<file path="src/rtl/galaksija_vram_arbiter_if.sv">
// Bundle of requester, CPU and RAM-side signals around the Galaksija video RAM arbiter.
// The slave modport is the arbiter; the master modport is the requesters plus the RAM data return.
interface galaksija_vram_arbiter_if #(
   parameter int unsigned AW = 11,
   parameter int unsigned DW = 8
);
   logic          vid_req;
   logic [AW-1:0] vid_addr;
   logic [DW-1:0] vid_code;
   logic          vid_valid;

   logic          cpu_rd;
   logic          cpu_wr;
   logic [AW-1:0] cpu_addr;
   logic [DW-1:0] cpu_din;
   logic [DW-1:0] cpu_dout;
   logic          wait_n;

   logic          dl_wr;
   logic [AW-1:0] dl_addr;
   logic [DW-1:0] dl_data;
   logic          dl_ack;

   logic [AW-1:0] ram_addr;
   logic [DW-1:0] ram_din;
   logic          ram_we;
   logic [DW-1:0] ram_dout;

   modport slave (
      input  vid_req, vid_addr, cpu_rd, cpu_wr, cpu_addr, cpu_din,
             dl_wr, dl_addr, dl_data, ram_dout,
      output vid_code, vid_valid, cpu_dout, wait_n, dl_ack,
             ram_addr, ram_din, ram_we
   );

   modport master (
      output vid_req, vid_addr, cpu_rd, cpu_wr, cpu_addr, cpu_din,
             dl_wr, dl_addr, dl_data, ram_dout,
      input  vid_code, vid_valid, cpu_dout, wait_n, dl_ack,
             ram_addr, ram_din, ram_we
   );
endinterface

</file>
<file path="src/rtl/galaksija_vram_arbiter.sv">
// Single-port arbiter for the Galaksija character RAM: video (fixed latency) > download > CPU,
// with a burst limit so continuous downloads cannot starve a stalled CPU forever.
module galaksija_vram_arbiter #(
   parameter int unsigned AW       = 11,
   parameter int unsigned DW       = 8,
   parameter int unsigned DL_BURST = 4
) (
   input  logic                      clk,
   input  logic                      reset,
   galaksija_vram_arbiter_if.slave   bus
);
   localparam int unsigned SW = $clog2(DL_BURST + 1);

   typedef enum logic [1:0] {C_IDLE, C_PEND, C_DATA, C_HOLD} cpu_state_e;

   cpu_state_e    state_q;
   logic [AW-1:0] cpu_addr_q;
   logic [DW-1:0] cpu_din_q;
   logic          cpu_we_q;
   logic [DW-1:0] cpu_dout_q;
   logic          vid_s1_q;
   logic          vid_valid_q;
   logic [DW-1:0] vid_code_q;
   logic          dl_ack_q;
   logic [SW-1:0] streak_q;
   logic [SW-1:0] streak_d;

   logic cpu_req;
   logic cpu_live;
   logic dl_live;
   logic vid_gnt;
   logic dl_gnt;
   logic cpu_gnt;

   // Grant for the current cycle; everything is held off while reset is high.
   always_comb begin
      cpu_req  = bus.cpu_rd | bus.cpu_wr;
      cpu_live = !reset && (state_q == C_PEND) && cpu_req;
      dl_live  = !reset && bus.dl_wr && !dl_ack_q;
      vid_gnt  = !reset && bus.vid_req;
      dl_gnt   = 1'b0;
      cpu_gnt  = 1'b0;
      if (!vid_gnt) begin
         if (dl_live && cpu_live) begin
            if (streak_q == SW'(DL_BURST)) cpu_gnt = 1'b1;
            else                           dl_gnt  = 1'b1;
         end else begin
            dl_gnt  = dl_live;
            cpu_gnt = cpu_live;
         end
      end
   end

   // Consecutive download wins against a waiting CPU, saturating at the burst limit.
   always_comb begin
      streak_d = streak_q;
      if ((state_q != C_PEND) || !cpu_req || cpu_gnt)
         streak_d = '0;
      else if (dl_gnt && (streak_q != SW'(DL_BURST)))
         streak_d = streak_q + SW'(1);
   end

   // RAM port mux; idle cycles park the address on the video address.
   always_comb begin
      bus.ram_addr = bus.vid_addr;
      bus.ram_din  = '0;
      bus.ram_we   = 1'b0;
      if (dl_gnt) begin
         bus.ram_addr = bus.dl_addr;
         bus.ram_din  = bus.dl_data;
         bus.ram_we   = 1'b1;
      end else if (cpu_gnt) begin
         bus.ram_addr = cpu_addr_q;
         bus.ram_din  = cpu_din_q;
         bus.ram_we   = cpu_we_q;
      end
   end

   always_ff @(posedge clk) begin
      if (reset) begin
         state_q     <= C_IDLE;
         cpu_addr_q  <= '0;
         cpu_din_q   <= '0;
         cpu_we_q    <= 1'b0;
         cpu_dout_q  <= '0;
         vid_s1_q    <= 1'b0;
         vid_valid_q <= 1'b0;
         vid_code_q  <= '0;
         dl_ack_q    <= 1'b0;
         streak_q    <= '0;
      end else begin
         vid_s1_q    <= vid_gnt;
         vid_valid_q <= vid_s1_q;
         if (vid_s1_q) vid_code_q <= bus.ram_dout;
         dl_ack_q    <= dl_gnt;
         streak_q    <= streak_d;

         case (state_q)
            C_IDLE: begin
               if (cpu_req) begin
                  cpu_addr_q <= bus.cpu_addr;
                  cpu_din_q  <= bus.cpu_din;
                  cpu_we_q   <= bus.cpu_wr;
                  state_q    <= C_PEND;
               end
            end
            C_PEND: begin
               // A request withdrawn before its slot is abandoned without touching RAM.
               if (!cpu_req)     state_q <= C_IDLE;
               else if (cpu_gnt) state_q <= C_DATA;
            end
            C_DATA: begin
               if (!cpu_we_q) cpu_dout_q <= bus.ram_dout;
               state_q <= C_HOLD;
            end
            C_HOLD: begin
               if (!cpu_req) state_q <= C_IDLE;
            end
            default: state_q <= C_IDLE;
         endcase
      end
   end

   assign bus.wait_n    = reset | !(cpu_req && (state_q != C_HOLD));
   assign bus.cpu_dout  = cpu_dout_q;
   assign bus.vid_code  = vid_code_q;
   assign bus.vid_valid = vid_valid_q;
   assign bus.dl_ack    = dl_ack_q;

endmodule
</file>
<file path="src/flat_wrapper.sv">
// flat-port wrapper written by rule: the top's interface ports become plain ports
module galaksija_vram_arbiter_flat 
#(
   parameter int unsigned AW       = 11,
   parameter int unsigned DW       = 8,
   parameter int unsigned DL_BURST = 4
)
  (clk, reset, bus_vid_req, bus_vid_addr, bus_cpu_rd, bus_cpu_wr, bus_cpu_addr, bus_cpu_din, bus_dl_wr, bus_dl_addr, bus_dl_data, bus_ram_dout, bus_vid_code, bus_vid_valid, bus_cpu_dout, bus_wait_n, bus_dl_ack, bus_ram_addr, bus_ram_din, bus_ram_we);
  galaksija_vram_arbiter_if #(.AW(AW), .DW(DW)) bus_i ();
  input  logic clk;
  input  logic reset;
  input wire logic [$bits(bus_i.vid_req)-1:0] bus_vid_req;
  input wire logic [$bits(bus_i.vid_addr)-1:0] bus_vid_addr;
  input wire logic [$bits(bus_i.cpu_rd)-1:0] bus_cpu_rd;
  input wire logic [$bits(bus_i.cpu_wr)-1:0] bus_cpu_wr;
  input wire logic [$bits(bus_i.cpu_addr)-1:0] bus_cpu_addr;
  input wire logic [$bits(bus_i.cpu_din)-1:0] bus_cpu_din;
  input wire logic [$bits(bus_i.dl_wr)-1:0] bus_dl_wr;
  input wire logic [$bits(bus_i.dl_addr)-1:0] bus_dl_addr;
  input wire logic [$bits(bus_i.dl_data)-1:0] bus_dl_data;
  input wire logic [$bits(bus_i.ram_dout)-1:0] bus_ram_dout;
  output wire logic [$bits(bus_i.vid_code)-1:0] bus_vid_code;
  output wire logic [$bits(bus_i.vid_valid)-1:0] bus_vid_valid;
  output wire logic [$bits(bus_i.cpu_dout)-1:0] bus_cpu_dout;
  output wire logic [$bits(bus_i.wait_n)-1:0] bus_wait_n;
  output wire logic [$bits(bus_i.dl_ack)-1:0] bus_dl_ack;
  output wire logic [$bits(bus_i.ram_addr)-1:0] bus_ram_addr;
  output wire logic [$bits(bus_i.ram_din)-1:0] bus_ram_din;
  output wire logic [$bits(bus_i.ram_we)-1:0] bus_ram_we;
  assign bus_i.vid_req = bus_vid_req;
  assign bus_i.vid_addr = bus_vid_addr;
  assign bus_i.cpu_rd = bus_cpu_rd;
  assign bus_i.cpu_wr = bus_cpu_wr;
  assign bus_i.cpu_addr = bus_cpu_addr;
  assign bus_i.cpu_din = bus_cpu_din;
  assign bus_i.dl_wr = bus_dl_wr;
  assign bus_i.dl_addr = bus_dl_addr;
  assign bus_i.dl_data = bus_dl_data;
  assign bus_i.ram_dout = bus_ram_dout;
  assign bus_vid_code = bus_i.vid_code;
  assign bus_vid_valid = bus_i.vid_valid;
  assign bus_cpu_dout = bus_i.cpu_dout;
  assign bus_wait_n = bus_i.wait_n;
  assign bus_dl_ack = bus_i.dl_ack;
  assign bus_ram_addr = bus_i.ram_addr;
  assign bus_ram_din = bus_i.ram_din;
  assign bus_ram_we = bus_i.ram_we;
  galaksija_vram_arbiter #(.AW(AW), .DW(DW), .DL_BURST(DL_BURST)) u_core (.clk(clk), .reset(reset), .bus(bus_i));
endmodule
</file>
<file path="config.mk">
export PLATFORM = sky130hd
export DESIGN_NAME = galaksija_vram_arbiter_flat
export DESIGN_NICKNAME = d
export VERILOG_FILES = /design/src/rtl/galaksija_vram_arbiter_if.sv /design/src/rtl/galaksija_vram_arbiter.sv /design/src/flat_wrapper.sv
export SDC_FILE = /design/constraint.sdc
export NUM_CORES = 1
export LEC_CHECK = 0
export ABC_AREA = 1
export CORE_ASPECT_RATIO = 0.9
export CORE_UTILIZATION = 44
export DETAILED_ROUTE_END_ITERATION = 8
export GPL_ROUTABILITY_DRIVEN = 0
export GPL_TIMING_DRIVEN = 0
export PLACE_DENSITY_LB_ADDON = 0.3
export SLEW_MARGIN = 20
export SYNTH_ARGS = -nofsm -noshare
export SYNTH_HDL_FRONTEND = slang
export SYNTH_SLANG_ARGS = --single-unit
</file>
<file path="constraint.sdc">
create_clock -name clk -period 3.6 [get_ports clk]
set_input_delay 0.9 -clock clk [delete_from_list [all_inputs] [get_ports clk]]
set_output_delay 0.9 -clock clk [all_outputs]
set_load 0.03 [all_outputs]
</file>
; ---- Word-level counts from Yosys, hierarchy flattened
; Cells that the tools add are included.
[word_totals]
ff_bits = 44
input_bits = 63
out_inout_bits = 39
wordCells = 60
[classes]
n_addsub = 1
n_eq_ne = 10
n_mux = 17
bitwise_logic = 3
n_reduce_logical = 19
[ops]
columns = operator, count
row1 = $mux 11, 2
row2 = $mux 8, 2
row3 = $logic_and 1x1->1, 8
row4 = $mux 1, 8
row5 = $mux 2, 4
row6 = $pmux 2 s4, 1
row7 = $ne 3x3->1 const B, 2
row8 = $eq 2x2->1 const B, 2
row9 = $logic_not 1->1, 4
row10 = $ne 2x1->1 const B, 2
row11 = $ne 2x2->1 const B, 2
row12 = $reduce_and 2->1, 2
row13 = $add 3x1->3 const B, 1
row14 = $eq 3x3->1 const B, 1
row15 = $reduce_and 3->1, 1
row16 = $eq 2x1->1 const B, 1
row17 = $logic_not 2->1, 1
row18 = $logic_or 1x1->1, 2
row19 = $or 1x1->1, 2
row20 = $reduce_or 2->1, 1
row21 = $not 1->1, 1

; ---- Depth between registers and ports, before layout
[depth]
depth_word = 9
mapped_depth = 10
mapped_depth_nobuf = 9

; ---- Worst setup path after synthesis
; Ideal clock, no wire load.
[synth_path]
path_kind = input port to output port
start = input port reset
end = output port bus_ram_din[0]
t_arrival_ns = 1.887
required_ns = 2.700
slack_ns = 0.813
path_stages = 6
n_path_buf = 1
path_cell_list = inv_2 nand3_2 nor2_4 nand3_4 buf_6 o21ai_1
[synth_via]
elab_chain_cells = 8
elab_cells_between_ends = 13
classes_between = mux: 6 / reduce/logical: 7
[synth_lines]
columns = item, line_no
row1 = start: declaration, flat_wrapper.sv:11  ; input logic reset;
row2 = $logic_not 1->1 (*), "galaksija_vram_arbiter.sv:38, galaksija_vram_arbiter.sv:39, galaksija_vram_arbiter.sv:40"
row3 = $logic_and 1x1->1 (on tied branches) (2 in a row), "galaksija_vram_arbiter.sv:39, galaksija_vram_arbiter.sv:38"
row4 = $logic_and 1x1->1, galaksija_vram_arbiter.sv:44  ; if (dl_live && cpu_live) begin
row5 = $mux 1, galaksija_vram_arbiter.sv:44
row6 = $mux 1, galaksija_vram_arbiter.sv:43  ; if (!vid_gnt) begin
row7 = $mux 8, galaksija_vram_arbiter.sv:72  ; end else if (cpu_gnt) begin
row8 = $mux 8 (*), galaksija_vram_arbiter.sv:68  ; if (dl_gnt) begin
row9 = end: declaration, flat_wrapper.sv:28  ; output wire logic [$bits(bus_i.ram_din)-1:0] bus_ram_din;
; Mark *: on every way between the ends. The rest lies on a longest branch, timed or not.

; ---- Worst setup path after layout
[layout_path]
start = input port reset
end = output port bus_ram_we
[layout_via]
elab_chain_cells = 8
elab_cells_between_ends = 13
classes_between = mux: 6 / reduce/logical: 7
[layout_lines]
columns = item, line_no
row1 = $logic_not 1->1 (*), "galaksija_vram_arbiter.sv:38, galaksija_vram_arbiter.sv:39, galaksija_vram_arbiter.sv:40"
row2 = $logic_and 1x1->1 (on tied branches) (2 in a row), "galaksija_vram_arbiter.sv:39, galaksija_vram_arbiter.sv:38"
row3 = $logic_and 1x1->1, galaksija_vram_arbiter.sv:44
row4 = $mux 1, galaksija_vram_arbiter.sv:44
row5 = $mux 1, galaksija_vram_arbiter.sv:43
row6 = $mux 1, galaksija_vram_arbiter.sv:72
row7 = $mux 1 (*), galaksija_vram_arbiter.sv:68
row8 = end: declaration, flat_wrapper.sv:29  ; output wire logic [$bits(bus_i.ram_we)-1:0] bus_ram_we;
; Marks and branches as above.

==> results_dict.tcl <==
set metrics [dict create \
    run_status "finished, final reports clean" \
    rr_endpoint "u_core.state_q[0]" \
    setup_viol 0 \
    timing.critical_path.slowest_cell_delay_ps 480 \
    worst_r2r_startpoint "u_core.streak_q[0]" \
    diodes 0 \
    synth_largest_area_cell "sky130_fd_sc_hd__dfxtp_1" \
    clkLatencyLatePin_ps 300 \
    hold-path-endpoint "u_core.bus.cpu_dout[5]" \
    tritoncts "yes" \
    area_occupied_by_multi_input_gates_um2 928 \
    remaining_drc_errors 0 \
    drt-initial-drc-count 117 \
    p_leak_nw 1.39 \
    ant_nets 0 \
    path_cells "clkdlybuf4s50_1 > inv_2 > nand3_2 > nor2_4 > nand3_4 > buf_6 > o21ai_1 > dlygate4sd2_1" \
    post-synth-top-count-cell "sky130_fd_sc_hd__nand2_1" \
    post-route-worst-setup-slack_ps 107 \
    count_of_state_elements_after_synthesis 44 \
    synth_common_cells "sky130_fd_sc_hd__nand2_1 (52), sky130_fd_sc_hd__inv_1 (49), sky130_fd_sc_hd__dfxtp_1 (44)" \
    yosysSeqAreaShare_pct 41.9 \
    hpwl_reported_at_the_end_of_detailed_placement_um 4870 \
    pwr-share-comb_pct 25.2 \
    relative_slew_slack_pct 72.9 \
    fin_nets 473 \
    drt-pass1-iter-count 4 \
    max_vdd_drop_mv 0.244 \
    reg2reg_setup_slack_ps 2070 \
    timing.hold.worst.start "u_core.bus.cpu_dout[5]" \
    criticalPathCategory "in2out" \
    layout.area.seq_um2 881 \
    route.detailed.wl_per_inst_um 13.3 \
    die-area_um2 5060 \
    net-switching-power_uw 350 \
    place.detailed.instances 463 \
    min_delay_path_depth 2 \
    non_filler_instances 471 \
    grt_start_max_net_pins 16 \
    cts_buf_count 5 \
    detail_route.vias_per_cell 4.89 \
    fp.coreArea_um2 4520 \
    rsz0062_at_grt "false" \
    asyncSetResetFlopFracSynth_pct 0 \
    first_global_vias 2207 \
    count_of_warnings_emitted_by_yosys 0 \
    slew_at_the_pin_closest_to_its_max_slew_limit_ps 407 \
    synthesis.area_um2 2100 \
    critical_path.startpoint_type "input pin" \
    worst_clk_skew_ps 6.69 \
    h-tree-depth 2 \
    area_delta_synth_final_pct 51.8 \
    ff2ff_path_depth 8 \
    fill_cells 398 \
    grt_util_all_layers_pct 26.3 \
    power-per-cell-area_nw_per_um2 354 \
    wl_um 6270 \
    power_report.internal_total_uw 781 \
    final_cycle_share_pct 97.0 \
    via_count_of_the_routed_design 2301 \
    detailedPlace.worstSlack_ps -276 \
    required_ps 2700 \
    die_x_um 74.9 \
    max-cap-violations 0 \
    synth_top_cells_by_area "sky130_fd_sc_hd__dfxtp_1 (42%), sky130_fd_sc_hd__nand2_1 (9.3%), sky130_fd_sc_hd__inv_1 (8.7%)" \
    swShare_pct 30.9 \
    hold_violations 0 \
    top_ff_cell_synth "sky130_fd_sc_hd__dfxtp_1" \
    worstPathMaxFanout 10 \
    synth.distinct_cells 25 \
    die-height_um 67.6 \
    synth.avg_cell_area_um2 7.01 \
    post_synth_inst_count 300 \
    std_cell_rows 23 \
    place.port_buffers 101 \
    hold_path_class "reg2reg" \
    synth-edff-count 0 \
    arrival_ps 2590 \
    synth_top_area_share_pct 41.9 \
    clock_tree.root_cell "sky130_fd_sc_hd__clkbuf_8" \
    mappedNetlistNets 365 \
    end_kind "output port" \
    drive_gt1_share_pct 12.2 \
    antenna_found_initial 0 \
    pwr-share-seq_pct 46.9 \
    timing.final.crit_period_ps 3490 \
    ios 102 \
    drv_slew 0 \
    clk_pin_slew_worst_paths_ps 90 \
    power_frac_clock_pct 28.0 \
    timing.fmax_mhz 286 \
    cts.sinks 44 \
    floorplan.initialDensity_pct 46.6 \
    cpMaxStageDelayCell "sky130_fd_sc_hd__clkdlybuf4s50_1" \
    overflow 0 \
    grt_first_pass_wirelength_um 9980 \
    max-clock-path-buffers 2 \
]
==> power by group through the flow <==
stage / sequential, mW / clock [mW] / combinational (mW)
2_1_floorplan: 0.554 / 0 / 0.137
3_3_place_gp: 0.540 / 0 / 0.292
3_5_place_dp: 0.541 / 0 / 0.298
4_1_cts: 0.530 / 0.321 / 0.289
5_1_grt: 0.533 / 0.344 / 0.310
6_report: 0.530 / 0.317 / 0.284
==> stage by stage <==
step           setup TNS, ps  power [mW]  utilization, %  hold WS (ps)  cell area [µm²]
6_report                   0        1.13            70.7           451             3190
4_1_cts                    0        1.14            72.3           453             3270
2_1_floorplan              0       0.691               -           429             2100
3_5_place_dp           -4970       0.839            70.6           439             3190
3_3_place_gp           -4100       0.831            70.6           432             3190
5_1_grt                    0        1.19            70.7           469             3190
==> metal layers <==
metal | GRT usage (%) | up-vias | part of all wire [%] | wire, µm
met1 | 33.0 | 1035 | 43 | 2710
met2 | 44.3 | 77 | 49 | 3050
met3 | 5.82 | 9 | 6.9 | 430
met5 | 0 | - | 0 | 0
met4 | 9.20 | 0 | 1.3 | 80
li1 | - | 1180 | - | -
==> cells by family (layout without fill, tap and decap cells) <==
| logic type | after synthesis | after routing | share of synthesized area, % |
|---|---|---|---|
| AND/OR/NAND/NOR | 107 | 107 | 23.4 |
| AO/OA/AOI/OAI | 78 | 78 | 18.8 |
| adder cells (fa/ha/maj) | 2 | 2 | 1.19 |
| flip-flops | 44 | 44 | 41.9 |
| buffers and inverters | 68 | 177 | 14.3 |
| XOR/XNOR | 1 | 1 | 0.416 |
==> placed cells by master, fill, tap and decap left out, types with 10 or more instances in the layout <==
| cell | netlist | layout |
|---|---|---|
| sky130_fd_sc_hd__o21ai_0 | 34 | 34 |
| sky130_fd_sc_hd__nand4_1 | 12 | 12 |
| sky130_fd_sc_hd__nor2_1 | 21 | 21 |
| sky130_fd_sc_hd__clkdlybuf4s50_1 | 0 | 80 |
| sky130_fd_sc_hd__dfxtp_1 | 44 | 44 |
| sky130_fd_sc_hd__nand3_1 | 15 | 15 |
| sky130_fd_sc_hd__clkbuf_2 | 2 | 22 |
| sky130_fd_sc_hd__nand2_1 | 52 | 51 |
| sky130_fd_sc_hd__o21ai_1 | 10 | 10 |
| sky130_fd_sc_hd__a21oi_1 | 32 | 32 |
| sky130_fd_sc_hd__inv_1 | 49 | 49 |
==> sequential cells by signal (all words and copies together), names as in the netlist, named ones only <==
| register | count |
|---|---|
| u_core.cpu_addr_q | 11 |
| u_core.bus.cpu_dout | 8 |
| u_core.bus.vid_code | 8 |
| u_core.cpu_din_q | 8 |
| u_core.streak_q | 3 |
| u_core.bus.dl_ack | 1 |
| u_core.bus.vid_valid | 1 |
| u_core.cpu_we_q | 1 |
| u_core.state_q | 1 |
| u_core.vid_s1_q | 1 |
==> worst max-delay path by stage <==
stage / to / slack (ps) / from
floorplan: bus_ram_din[0] / 810 / reset
global placement: bus_ram_din[0] / -240 / reset
detailed placement: bus_ram_din[5] / -280 / bus_dl_wr
CTS: bus_ram_addr[2] / 0.7 / bus_vid_req
global route: bus_ram_we / 20 / bus_dl_wr
finish: bus_ram_we / 110 / reset
==> layout make-up <==
cell class | count | share of cell area (%)
Multi-Input combinational cell | 188 | 29.1
Timing Repair Buffer | 101 | 28.6
Sequential cell | 44 | 27.6
Inverter | 51 | 6.00
Buffer | 17 | 3.49
Tap cell | 62 | 2.43
Clock buffer | 5 | 2.16
Clock inverter | 3 | 0.666
==> worst max-delay path, delay by kind of cell <==
kind	cells	cell delay, ps
buffers and inverters	4	1210
AO/OA/AOI/OAI	1	120
AND/OR/NAND/NOR	3	380
==> repair_timing <==
item | in CTS | in global routing
gates resized for setup | 29 | 34
buffers inserted | 0 | 0
hold buffers | 0 | 0
endpoints found under the setup margin | 21 | 20
No activity file was read; power rests on OpenSTA's default activity.
